==> src/rtl/a2d_sequencer_if.sv <==
// SPI master handshake shared by the A2D sequencer: start pulse and command
// out, completion pulse and shifted-in data back.
interface a2d_sequencer_if;
  logic        wrt;
  logic [15:0] cmd;
  logic        done;
  logic [15:0] rd_data;

  modport master (
    output wrt,
    output cmd,
    input  done,
    input  rd_data
  );

  modport slave (
    input  wrt,
    input  cmd,
    output done,
    output rd_data
  );
endinterface

==> src/rtl/a2d_sequencer.sv <==
// Round-robin A2D conversion scheduler: every interval runs a channel-select
// then a result-read SPI transaction for the next sensor and holds the result.
module a2d_sequencer #(
  parameter logic       FAST_SIM  = 1'b0,
  parameter logic [2:0] CH_BATT   = 3'd0,
  parameter logic [2:0] CH_CURR   = 3'd1,
  parameter logic [2:0] CH_BRAKE  = 3'd3,
  parameter logic [2:0] CH_TORQUE = 3'd4
) (
  input  logic                   clk,
  input  logic                   rst_n,
  a2d_sequencer_if.master        spi,
  output logic [11:0]            batt,
  output logic [11:0]            curr,
  output logic [11:0]            brake,
  output logic [11:0]            torque,
  output logic                   cnv_cmplt,
  output logic [1:0]             ch_idx
);

  typedef enum logic [2:0] {
    IDLE,
    CMD,
    WAIT1,
    GAP,
    READ,
    WAIT2,
    STORE
  } state_e;

  state_e      state_q;
  logic [13:0] timer_q;
  logic        pending_q;
  logic        wrt_q;
  logic [15:0] cmd_q;
  logic        cnv_cmplt_q;
  logic [1:0]  ch_idx_q;
  logic [11:0] res_q [4];

  logic        trigger;
  logic [2:0]  chan;
  logic [3:0]  rd_unused;

  assign trigger   = FAST_SIM ? (&timer_q[9:0]) : (&timer_q);
  assign rd_unused = spi.rd_data[15:12];

  always_comb begin
    chan = CH_BATT;
    unique case (ch_idx_q)
      2'd0: chan = CH_BATT;
      2'd1: chan = CH_CURR;
      2'd2: chan = CH_BRAKE;
      2'd3: chan = CH_TORQUE;
      default: chan = CH_BATT;
    endcase
  end

  always_ff @(posedge clk or negedge rst_n) begin
    if (!rst_n) begin
      timer_q <= '0;
    end else begin
      timer_q <= timer_q + 14'd1;
    end
  end

  // A trigger arriving while IDLE starts the conversion directly, so pending
  // only ever holds a trigger that landed while a conversion was in flight.
  always_ff @(posedge clk or negedge rst_n) begin
    if (!rst_n) begin
      state_q     <= IDLE;
      pending_q   <= 1'b0;
      wrt_q       <= 1'b0;
      cmd_q       <= '0;
      cnv_cmplt_q <= 1'b0;
      ch_idx_q    <= '0;
      for (int unsigned i = 0; i < 4; i++) begin
        res_q[i] <= '0;
      end
    end else begin
      wrt_q       <= 1'b0;
      cnv_cmplt_q <= 1'b0;
      if (trigger) begin
        pending_q <= 1'b1;
      end
      unique case (state_q)
        IDLE: begin
          if (pending_q || trigger) begin
            state_q   <= CMD;
            pending_q <= 1'b0;
            wrt_q     <= 1'b1;
            cmd_q     <= {2'b00, chan, 11'h000};
          end
        end
        CMD: state_q <= WAIT1;
        WAIT1: begin
          if (spi.done) begin
            state_q <= GAP;
          end
        end
        GAP: begin
          state_q <= READ;
          wrt_q   <= 1'b1;
          cmd_q   <= '0;
        end
        READ: state_q <= WAIT2;
        WAIT2: begin
          if (spi.done) begin
            state_q <= STORE;
          end
        end
        STORE: begin
          res_q[ch_idx_q] <= spi.rd_data[11:0];
          cnv_cmplt_q     <= 1'b1;
          ch_idx_q        <= ch_idx_q + 2'd1;
          state_q         <= IDLE;
        end
        default: state_q <= IDLE;
      endcase
    end
  end

  assign spi.wrt   = wrt_q;
  assign spi.cmd   = cmd_q;
  assign batt      = res_q[0];
  assign curr      = res_q[1];
  assign brake     = res_q[2];
  assign torque    = res_q[3];
  assign cnv_cmplt = cnv_cmplt_q;
  assign ch_idx    = ch_idx_q;

endmodule
==> src/flat_wrapper.sv <==
// flat-port wrapper written by rule: the top's interface ports become plain ports
module a2d_sequencer_flat 
#(
  parameter logic       FAST_SIM  = 1'b0,
  parameter logic [2:0] CH_BATT   = 3'd0,
  parameter logic [2:0] CH_CURR   = 3'd1,
  parameter logic [2:0] CH_BRAKE  = 3'd3,
  parameter logic [2:0] CH_TORQUE = 3'd4
)
  (clk, rst_n, batt, curr, brake, torque, cnv_cmplt, ch_idx, spi_wrt, spi_cmd, spi_done, spi_rd_data);
  a2d_sequencer_if spi_i ();
  input  logic clk;
  input  logic rst_n;
  output logic [11:0] batt;
  output logic [11:0] curr;
  output logic [11:0] brake;
  output logic [11:0] torque;
  output logic cnv_cmplt;
  output logic [1:0] ch_idx;
  output wire logic [$bits(spi_i.wrt)-1:0] spi_wrt;
  output wire logic [$bits(spi_i.cmd)-1:0] spi_cmd;
  input wire logic [$bits(spi_i.done)-1:0] spi_done;
  input wire logic [$bits(spi_i.rd_data)-1:0] spi_rd_data;
  assign spi_wrt = spi_i.wrt;
  assign spi_cmd = spi_i.cmd;
  assign spi_i.done = spi_done;
  assign spi_i.rd_data = spi_rd_data;
  a2d_sequencer #(.FAST_SIM(FAST_SIM), .CH_BATT(CH_BATT), .CH_CURR(CH_CURR), .CH_BRAKE(CH_BRAKE), .CH_TORQUE(CH_TORQUE)) u_core (.clk(clk), .rst_n(rst_n), .spi(spi_i), .batt(batt), .curr(curr), .brake(brake), .torque(torque), .cnv_cmplt(cnv_cmplt), .ch_idx(ch_idx));
endmodule
==> config.mk <==
export PLATFORM = sky130hd
export DESIGN_NAME = a2d_sequencer_flat
export DESIGN_NICKNAME = d
export VERILOG_FILES = /design/src/rtl/a2d_sequencer_if.sv /design/src/rtl/a2d_sequencer.sv /design/src/flat_wrapper.sv
export SDC_FILE = /design/constraint.sdc
export NUM_CORES = 1
export LEC_CHECK = 0
export BUFFER_PORTS_ARGS = -buffer_cell sky130_fd_sc_hd__buf_2
export CORE_MARGIN = 3
export CORE_UTILIZATION = 35
export DETAILED_ROUTE_END_ITERATION = 8
export RECOVER_POWER = 100
export SLEW_MARGIN = 25
export SYNTH_ARGS = -nofsm -noshare
export SYNTH_HDL_FRONTEND = slang
export SYNTH_SLANG_ARGS = --single-unit
==> constraint.sdc <==
create_clock -name clk -period 1.5 [get_ports clk]
set_input_delay 0.15 -clock clk [delete_from_list [all_inputs] [get_ports clk]]
set_output_delay 0.15 -clock clk [all_outputs]
set_load 0.05 [all_outputs]
==> reports/qor.yml <==
worst_slack_ns: 0.02547
avgSynthCellArea_um2: 14.91
hold_viol_final: 0
core_area_um2: 8891
rsz0062_at_grt: "true"
die_h_um: 102.4
cp.required_ns: 1.73
fin_crit_ns: 1.475
setup.worst_path.class: "register to register"
setup-violations-final: 0
synthCells: 218
outcome: "finished clean"
synth_area_um2: 3251
root_buffer: "clkbuf_8"
die-area_um2: 10480
synth_compound_area_share_pct: 3.349
final_util_pct: 43.53
synth_cell_types: 34
max_freq_mhz: 678.2
antenna_found_initial: 0
muxShareOfSynthArea_pct: 21.56
syn_to_final_growth_pct: 19.05
route.vias.total: 1892
synth-xor-area-share_pct: 3.772
grt_max_degree: 74
reg2regPathDepth: 4
overflow: 0
layout_commonest_cell: "dfrtp_1"
dr.first_iter.drc_count: 56
final_layout_size_suffix_gt1_share_pct: 35.29
fin_skew_ns: 0.006610
cts_sinks: 73
vias_per_cell: 4.570
cp_max_fo: 12
hp-class: "input pin to register"
place_congestion: 0.7129
clk_pin_slew_ns: 0.08
ys_ff_latch: 73
die_x_um: 102.4
ys_seq_area_share_pct: 56.20
rows: 34
drtPass1Iterations: 5
clk_path_buf_depth: 2
tightest_slew_ns: 0.9975
grt_pass1_wl_um: 9784
cts_tree: "built"
start_util_pct: 36.56
synth_top_family_by_area: "multiplexers"
relSlewSlack_pct: 33.50
maxSlewViolCount: 0
routedWlPerCell_um: 15.38
dpl_worst_slack_ns: -0.2219
worstHoldPathCells: 2
totalWireLength_um: 6369
numCtsBuffers: 9
grt_usage_pct: 12.22
startpoint_type: "register"
yosys.area_share.adder_pct: 1.925
diodes: 0
end_kind: "register"
nets: 325
drv_cap: 0
num_io_pins: 87
final_cell_mix: "dfrtp_1 (71), clkbuf_1 (42), mux2_4 (31), clkbuf_2 (15), buf_2 (14)"
drc: 0
h-tree-depth: 3
yosys_warnings: 0
dp_hpwl_um: 4374
placement.io_buffers: 69
reg2reg_slack_ns: 0.03
arrival_ns: 1.70
period_share_pct: 98.30
synth-simple-area-share_pct: 7.275
grt_pass1_vias: 1909
final_antenna_net_count: 0
insertion_delay_ns: 0.34
==> synth_stat cells <==
cell type	count	share of area [%]
nor3_1	1	0.15
or3_4	1	0.35
mux2i_1	1	0.31
nand4_1	3	0.58
mux2_4	40	18
a2bb2oi_1	3	0.81
xnor2_1	9	2.4
and2b_1	1	0.23
and3_1	2	0.38
dfrtp_1	73	56
buf_4	14	3.2
nor2b_1	1	0.19
mux2_2	8	2.8
buf_6	5	1.7
conb_1	1	0.12
inv_1	4	0.46
o2bb2ai_1	3	0.81
o21ai_0	1	0.15
buf_2	1	0.15
clkbuf_1	2	0.23
ha_1	5	1.9
nand3_1	6	0.92
o22ai_1	1	0.19
nand2_4	4	1.4
and2_1	1	0.19
xor2_1	5	1.3
nand2_1	9	1.0
and4_4	2	0.69
nand3b_1	1	0.23
a41oi_4	1	0.85
nor2_1	6	0.69
and2_2	1	0.23
a211o_1	1	0.27
a21oi_2	1	0.27
==> cell families (layout without fill, tap and decap cells) <==
| logic type | Yosys count | after routing |
|---|---|---|
| flops | 73 | 73 |
| mux | 49 | 49 |
| simple gates | 39 | 39 |
| buf+inv | 26 | 102 |
| xor+xnor | 14 | 14 |
| compound gates | 11 | 11 |
| fa+ha+maj | 5 | 5 |
| other cells | 1 | 13 |
==> what timing repair did <==
item,4_1_cts,5_1_grt
resized for setup,4,3
endpoints found under the setup margin,51,39
hold buffers,1,0
hold endpoints to repair,73,0
pin swaps,0,2
setup buffers,0,0
==> metal layers <==
metal	vias up	wire length (um)	global-route usage [%]
met5	-	0	0
li1	885	-	-
met4	0	80	4.541
met1	950	2893	15.80
met3	8	293	3.959
met2	49	3101	19.19
==> flip-flops by register name, summed over array words and instances, names as in the netlist <==
register	cells
u_core.batt	12
u_core.brake	12
u_core.ch_idx	2
u_core.cnv_cmplt	1
u_core.curr	12
u_core.pending_q	1
u_core.spi.cmd	3
u_core.spi.wrt	1
u_core.state_q	3
u_core.timer_q	14
u_core.torque	12
==> worst max-delay path, stage by stage, from the launching register on <==
cell and delay, ns:
dfrtp_1 0.38, and2b_1 0.21, and2_4 0.25, nand2_4 0.19, mux2_4 0.34
==> through the flow <==
stage	hold WS, ns	TNS [ns]	std cells	area [um^2]
6_report	0.07245	0	414	3870
5_1_grt	0.06193	-1.050	414	3870
3_3_place_gp	0.2108	-8.155	397	3707
4_1_cts	0.06160	-0.006275	414	3973
2_1_floorplan	-0.1456	0	230	3302
3_5_place_dp	0.2170	-9.485	397	3707
==> worst paths after layout <==
kind / startpoint / to
setup / recovery: u_core.state_q[0]$_DFFE_PN0P_ / u_core.batt[1]$_DFFE_PN0P_
hold / removal: spi_rd_data[10] / u_core.curr[10]$_DFFE_PN0P_
setup reg to reg: u_core.state_q[0]$_DFFE_PN0P_ / u_core.batt[1]$_DFFE_PN0P_
hold reg to reg: u_core.timer_q[11]$_DFF_PN0_ / u_core.timer_q[11]$_DFF_PN0_
max in group asynchronous: rst_n / u_core.ch_idx[0]$_DFFE_PN0P_
min in group asynchronous: rst_n / u_core.spi.cmd[12]$_DFFE_PN0P_
==> layout make-up <==
| type | instances | area [um^2] |
|---|---|---|
| Clock buffer | 9 | 123.9 |
| Clock inverter | 7 | 118.9 |
| Fill cell | 826 | 5021 |
| Inverter | 4 | 15.01 |
| Multi-Input combinational cell | 131 | 1260 |
| Sequential cell | 73 | 1829 |
| Tap cell | 108 | 135.1 |
| Timing Repair Buffer | 82 | 387.9 |
Power is left out: the tool's default activity adds up to more than one toggle a clock period on the data nets, which glitch-free logic cannot reach.
